### config.mk
export PLATFORM = sky130hd
export DESIGN_NAME = jtag_tap_top
export DESIGN_NICKNAME = d
export VERILOG_FILES = /design/src/rtl/jtag_tap_top.sv
export SDC_FILE = /design/constraint.sdc
export NUM_CORES = 1
export LEC_CHECK = 0
export CAP_MARGIN = 20
export CORE_ASPECT_RATIO = 1.1
export CORE_MARGIN = 2
export CORE_UTILIZATION = 50
export CTS_BUF_LIST = sky130_fd_sc_hd__clkbuf_16
export CTS_CLUSTER_SIZE = 8
export DETAILED_ROUTE_END_ITERATION = 16
export MAX_ROUTING_LAYER = met4
export PLACE_DENSITY = 0.87
export RECOVER_POWER = 100
export SYNTH_ARGS = -nofsm -noshare
export SYNTH_HDL_FRONTEND = slang
export SYNTH_SLANG_ARGS = --single-unit
### constraint.sdc
create_clock -name tck_pad_i -period 1.8 [get_ports tck_pad_i]
set_clock_uncertainty 0.2 [all_clocks]
set_input_delay 0.54 -clock tck_pad_i [delete_from_list [all_inputs] [get_ports tck_pad_i]]
set_output_delay 0.54 -clock tck_pad_i [all_outputs]
set_load 0.05 [all_outputs]
### src/rtl/jtag_tap_top.sv
// IEEE 1149.1 TAP controller: 16-state FSM, 4-bit IR, bypass/IDCODE DRs, external chain routing.
// Define TAP_IDCODE_EN to include the IDCODE instruction and its 32-bit register.
module jtag_tap_top #(
    parameter logic [31:0] IDCODE_VALUE = 32'h149511C3
) (
    input  logic tck_pad_i,
    input  logic trst_pad_i,
    input  logic tms_pad_i,
    input  logic tdi_pad_i,
    output logic tdo_pad_o,
    output logic tdo_padoe_o,
    output logic tdo_o,
    output logic shift_dr_o,
    output logic pause_dr_o,
    output logic update_dr_o,
    output logic capture_dr_o,
    output logic extest_select_o,
    output logic sample_preload_select_o,
    output logic mbist_select_o,
    output logic debug_select_o,
    input  logic bs_chain_tdi_i,
    input  logic debug_tdi_i,
    input  logic mbist_tdi_i
);
    typedef enum logic [3:0] {
        StTestLogicReset, StRunTestIdle,
        StSelectDr, StCaptureDr, StShiftDr, StExit1Dr, StPauseDr, StExit2Dr, StUpdateDr,
        StSelectIr, StCaptureIr, StShiftIr, StExit1Ir, StPauseIr, StExit2Ir, StUpdateIr
    } tap_state_e;

    localparam logic [3:0] InstrExtest = 4'b0000;
    localparam logic [3:0] InstrSample = 4'b0001;
    localparam logic [3:0] InstrDebug  = 4'b1000;
    localparam logic [3:0] InstrMbist  = 4'b1001;
    localparam logic [3:0] InstrBypass = 4'b1111;
`ifdef TAP_IDCODE_EN
    localparam logic [3:0] InstrIdcode = 4'b0010;
    localparam logic [3:0] InstrReset  = InstrIdcode;
`else
    localparam logic [3:0] InstrReset  = InstrBypass;
`endif

    tap_state_e r_state;
    logic [3:0] r_ir_sr;
    logic [3:0] r_instr;
    logic       r_bypass;
    logic       r_tdo;
    logic       r_tdo_oe;
    logic       w_sel_extest, w_sel_sample, w_sel_debug, w_sel_mbist, w_sel_idcode;
    logic       w_idcode_lsb;
    logic       w_tdo_next;

    always_ff @(posedge tck_pad_i or posedge trst_pad_i) begin
        if (trst_pad_i) begin
            r_state <= StTestLogicReset;
        end else begin
            unique case (r_state)
                StTestLogicReset: r_state <= tms_pad_i ? StTestLogicReset : StRunTestIdle;
                StRunTestIdle:    r_state <= tms_pad_i ? StSelectDr : StRunTestIdle;
                StSelectDr:       r_state <= tms_pad_i ? StSelectIr : StCaptureDr;
                StCaptureDr:      r_state <= tms_pad_i ? StExit1Dr : StShiftDr;
                StShiftDr:        r_state <= tms_pad_i ? StExit1Dr : StShiftDr;
                StExit1Dr:        r_state <= tms_pad_i ? StUpdateDr : StPauseDr;
                StPauseDr:        r_state <= tms_pad_i ? StExit2Dr : StPauseDr;
                StExit2Dr:        r_state <= tms_pad_i ? StUpdateDr : StShiftDr;
                StUpdateDr:       r_state <= tms_pad_i ? StSelectDr : StRunTestIdle;
                StSelectIr:       r_state <= tms_pad_i ? StTestLogicReset : StCaptureIr;
                StCaptureIr:      r_state <= tms_pad_i ? StExit1Ir : StShiftIr;
                StShiftIr:        r_state <= tms_pad_i ? StExit1Ir : StShiftIr;
                StExit1Ir:        r_state <= tms_pad_i ? StUpdateIr : StPauseIr;
                StPauseIr:        r_state <= tms_pad_i ? StExit2Ir : StPauseIr;
                StExit2Ir:        r_state <= tms_pad_i ? StUpdateIr : StShiftIr;
                StUpdateIr:       r_state <= tms_pad_i ? StSelectDr : StRunTestIdle;
            endcase
        end
    end

    // The active instruction only changes on Update-IR, so an aborted shift never leaks into it.
    always_ff @(posedge tck_pad_i or posedge trst_pad_i) begin
        if (trst_pad_i) begin
            r_ir_sr  <= 4'b0000;
            r_instr  <= InstrReset;
            r_bypass <= 1'b0;
        end else begin
            if (r_state == StCaptureIr) begin
                r_ir_sr <= 4'b0101;
            end else if (r_state == StShiftIr) begin
                r_ir_sr <= {tdi_pad_i, r_ir_sr[3:1]};
            end
            if (r_state == StTestLogicReset) begin
                r_instr <= InstrReset;
            end else if (r_state == StUpdateIr) begin
                r_instr <= r_ir_sr;
            end
            if (r_state == StCaptureDr) begin
                r_bypass <= 1'b0;
            end else if (r_state == StShiftDr) begin
                r_bypass <= tdi_pad_i;
            end
        end
    end

`ifdef TAP_IDCODE_EN
    logic [31:0] r_idcode;

    always_ff @(posedge tck_pad_i or posedge trst_pad_i) begin
        if (trst_pad_i) begin
            r_idcode <= IDCODE_VALUE;
        end else if (w_sel_idcode && r_state == StCaptureDr) begin
            r_idcode <= IDCODE_VALUE;
        end else if (w_sel_idcode && r_state == StShiftDr) begin
            r_idcode <= {tdi_pad_i, r_idcode[31:1]};
        end
    end

    assign w_sel_idcode = (r_instr == InstrIdcode);
    assign w_idcode_lsb = r_idcode[0];
`else
    // IDCODE_VALUE has no consumer when the IDCODE register is left out.
    logic w_unused_idcode;
    assign w_unused_idcode = ^IDCODE_VALUE;
    assign w_sel_idcode    = 1'b0;
    assign w_idcode_lsb    = 1'b0;
`endif

    assign w_sel_extest = (r_instr == InstrExtest);
    assign w_sel_sample = (r_instr == InstrSample);
    assign w_sel_debug  = (r_instr == InstrDebug);
    assign w_sel_mbist  = (r_instr == InstrMbist);

    always_comb begin
        w_tdo_next = r_bypass;
        if (r_state == StShiftIr) begin
            w_tdo_next = r_ir_sr[0];
        end else if (w_sel_idcode) begin
            w_tdo_next = w_idcode_lsb;
        end else if (w_sel_extest || w_sel_sample) begin
            w_tdo_next = bs_chain_tdi_i;
        end else if (w_sel_debug) begin
            w_tdo_next = debug_tdi_i;
        end else if (w_sel_mbist) begin
            w_tdo_next = mbist_tdi_i;
        end
    end

    // TDO changes on the falling edge so the far end can sample it on the next rising edge.
    always_ff @(negedge tck_pad_i or posedge trst_pad_i) begin
        if (trst_pad_i) begin
            r_tdo    <= 1'b0;
            r_tdo_oe <= 1'b0;
        end else begin
            r_tdo    <= w_tdo_next;
            r_tdo_oe <= (r_state == StShiftIr) || (r_state == StShiftDr);
        end
    end

    assign tdo_pad_o               = r_tdo;
    assign tdo_padoe_o             = r_tdo_oe;
    assign tdo_o                   = tdi_pad_i;
    assign shift_dr_o              = (r_state == StShiftDr);
    assign pause_dr_o              = (r_state == StPauseDr);
    assign update_dr_o             = (r_state == StUpdateDr);
    assign capture_dr_o            = (r_state == StCaptureDr);
    assign extest_select_o         = w_sel_extest;
    assign sample_preload_select_o = w_sel_sample;
    assign debug_select_o          = w_sel_debug;
    assign mbist_select_o          = w_sel_mbist;

endmodule

==> flow_summary.ini <==
[timing]
fin_ws_ns = -0.737
rsz0062_at_grt = true
hold_violations = 0
finalMaxSlewViolations = 0
maxSlewHeadroom_pct = 50.1
whs_ns = 0.386
tightest_slew_ns = 0.748
timing.setup.tns_ns = -7.60
setup_viol = 24

[clocking]
cts_root_buffer = clkbuf_16
clock_sinks = 15
clock_path_buffers = 2
cts_hold_buf = 0
cts_tree = yes
numCtsBuffers = 3
clk_latency_ns = 0.25
htreeDepth = 1
cts.clk_slew.worst_paths_ns = 0.05

[flow_run]
cap_violations = 0

[yosys]
async_flop_share_pct = 100
ys_ff_latch = 15
synth.yosys.warnings = 0
ys.flop_type = dfrtp_1
yosysTopAreaCell = dfrtp_1
synth_commonest_cells = 11 x nor2_1, 9 x dfrtp_1, 9 x o21ai_1
syn_inst = 101
yosysMostFrequentCell = nor2_1
synth_cell_type_count = 40
synth_edf_count = 0
synth_area_um2 = 952
synth_top_area_share_pct = 23.7
ys_seq_area_share_pct = 39.9
avgSynthCellArea_um2 = 9.43
ys_top_cells_by_area = dfrtp_1 24%, dfstp_2 11%, dfrtn_1 5.3%, o21ai_1 4.7%, nor2_1 4.3%
syn-num-nets = 108

[global_route]
overflow = 0
grt_max_degree = 18
met2_usage_pct = 56.1
grt_usage_pct = 36.6
grt_pass1_vias = 1077
antenna_found_initial = 0
grt_pass1_wl_um = 5660
grt_use_met3_pct = 4.76
grt_use_met1_pct = 48.7
grt.busiest_layer = met2

[worst_setup_path]
crit_family = flip-flops
crit_slowest_cell = dfrtn_1
crit_chain = buf_12
cp.required_ns = 1.06
path_buf_inv = 1
crit_arrival_ns = 1.80
end_kind = output port
slowest_delay_ns = 0.46
path_class = flop to output port
crit_fanout = 1
start_kind = flop

[floorplanning]
die_x_um = 45.6
start_util_pct = 53.4
die_h_um = 49.8
core_um2 = 1780
die_area_um2 = 2270
placementRows = 16
ios = 18

[cells_and_area]
final_cells = 170
n_antenna_cell = 0
layout-drive-gt1-share_pct = 51.3
area_delta_synth_final_pct = 80.2
fin_area_um2 = 1720
num-nets-final = 160
final_util_pct = 96.3

[outcome]
violations = negative setup slack
status = complete, but fails checks

[placement]
place_inst = 149
place_ws_ns = -0.988
placed_area_um2 = 1410
dp_hpwl_um = 1710
io_buffers = 17
gp_congestion = 0.784

[routing]
viasPerCell = 6.97
postRouteAntennaNets = 0
routedWlPerCell_um = 27.9
initialDrtViolationCount = 107
wirelength_um = 4750
via_count = 1185
drc = 0
firstDrtPassIters = 5

[worst_hold_path]
hold_class = flop to flop

[power_and_ir_drop]
p_per_area_nw_per_um2 = 1950
p_switching_mw = 1.50
p_int_mw = 1.84
comb_power_share_pct = 65.5
power_frac_clock_pct = 13.3
p_leak_nw = 0.789
seqPwrFrac_pct = 21.2
switching_share_pct = 44.9
vdd_drop_max_mv = 1.73
fin_total_pwr_mw = 3.34
repair_timing:
action,4_1_cts,5_1_grt
buffers inserted,9,11
endpoints found under the setup margin,13,15
pin swaps,7,7
gates resized for setup,31,11
layout by cell type, fill, tap and decap left out, drive strengths merged, types with 3 or more instances in the layout:
master	synthesis	routed
dfrtp	9	9
nand3	4	4
nand2	7	7
clkbuf	0	6
dfstp	4	4
a21oi	4	4
o21ai	9	9
mux2i	3	3
a22oi	4	4
nor3	4	4
nor2	11	11
buf	9	46
nand3b	3	3
dlygate4sd2	0	3
inv	5	6
power by group through the flow:
stage | Sequential, mW | Clock, mW | Combinational [mW]
3_5_place_dp | 0.635 | 0 | 1.54
4_1_cts | 0.663 | 0.434 | 1.83
5_1_grt | 0.711 | 0.446 | 2.26
3_3_place_gp | 0.621 | 0 | 1.48
2_1_floorplan | 0.719 | 0 | 0.936
6_report | 0.710 | 0.443 | 2.19
worst paths after layout:
check                           slack (ns)                      to  cells past startpoint                   start
worst min-delay path                  0.39  r_ir_sr[2]$_DFFE_PP0N_                      2  r_ir_sr[2]$_DFFE_PP0N_
worst min register to register        0.39  r_ir_sr[2]$_DFFE_PP0N_                      2  r_ir_sr[2]$_DFFE_PP0N_
max in group asynchronous             0.01   tdo_padoe_o$_DFF_NP0_                      2              trst_pad_i
worst max-delay path                 -0.74               tdo_pad_o                      1     tdo_pad_o$_DFF_NP0_
worst max register to register       -0.64     tdo_pad_o$_DFF_NP0_                      3  r_instr[3]$_DFFE_PP1P_
min in group asynchronous             0.89    r_bypass$_DFFE_PP0P_                      3              trst_pad_i
kinds of logic (layout without fill, tap and decap cells):
kind of cell / after synthesis / in the layout / synth area share, %
AND/OR/NAND/NOR: 44 / 44 / 29.7
buffers and inverters: 14 / 65 / 8.93
AO/OA/AOI/OAI: 23 / 23 / 16.2
multiplexers: 4 / 4 / 4.34
flip-flops: 15 / 15 / 39.9
XOR/XNOR: 1 / 1 / 0.920
layer usage:
| metal | wire length, µm | part of all wire, % |
|---|---|---|
| met1 | 1660 | 35 |
| met2 | 2190 | 46 |
| met3 | 561 | 12 |
| met4 | 331 | 7.0 |
| met5 | 0 | 0 |
flip-flops by register name, summed over array words and instances, names as in the netlist:
name	cells
r_bypass	1
r_instr	4
r_ir_sr	4
r_state	4
tdo_pad_o	1
tdo_padoe_o	1
final cells by class:
type,count,area (µm²)
clock buffer,3,75.1
clock inverter,1,3.75
fill,32,66.3
inverter,5,18.8
multi-input combinational,72,599
sequential,15,380
tap,18,22.5
timing repair buffer,56,616
No activity file was read; power rests on OpenSTA's default activity.
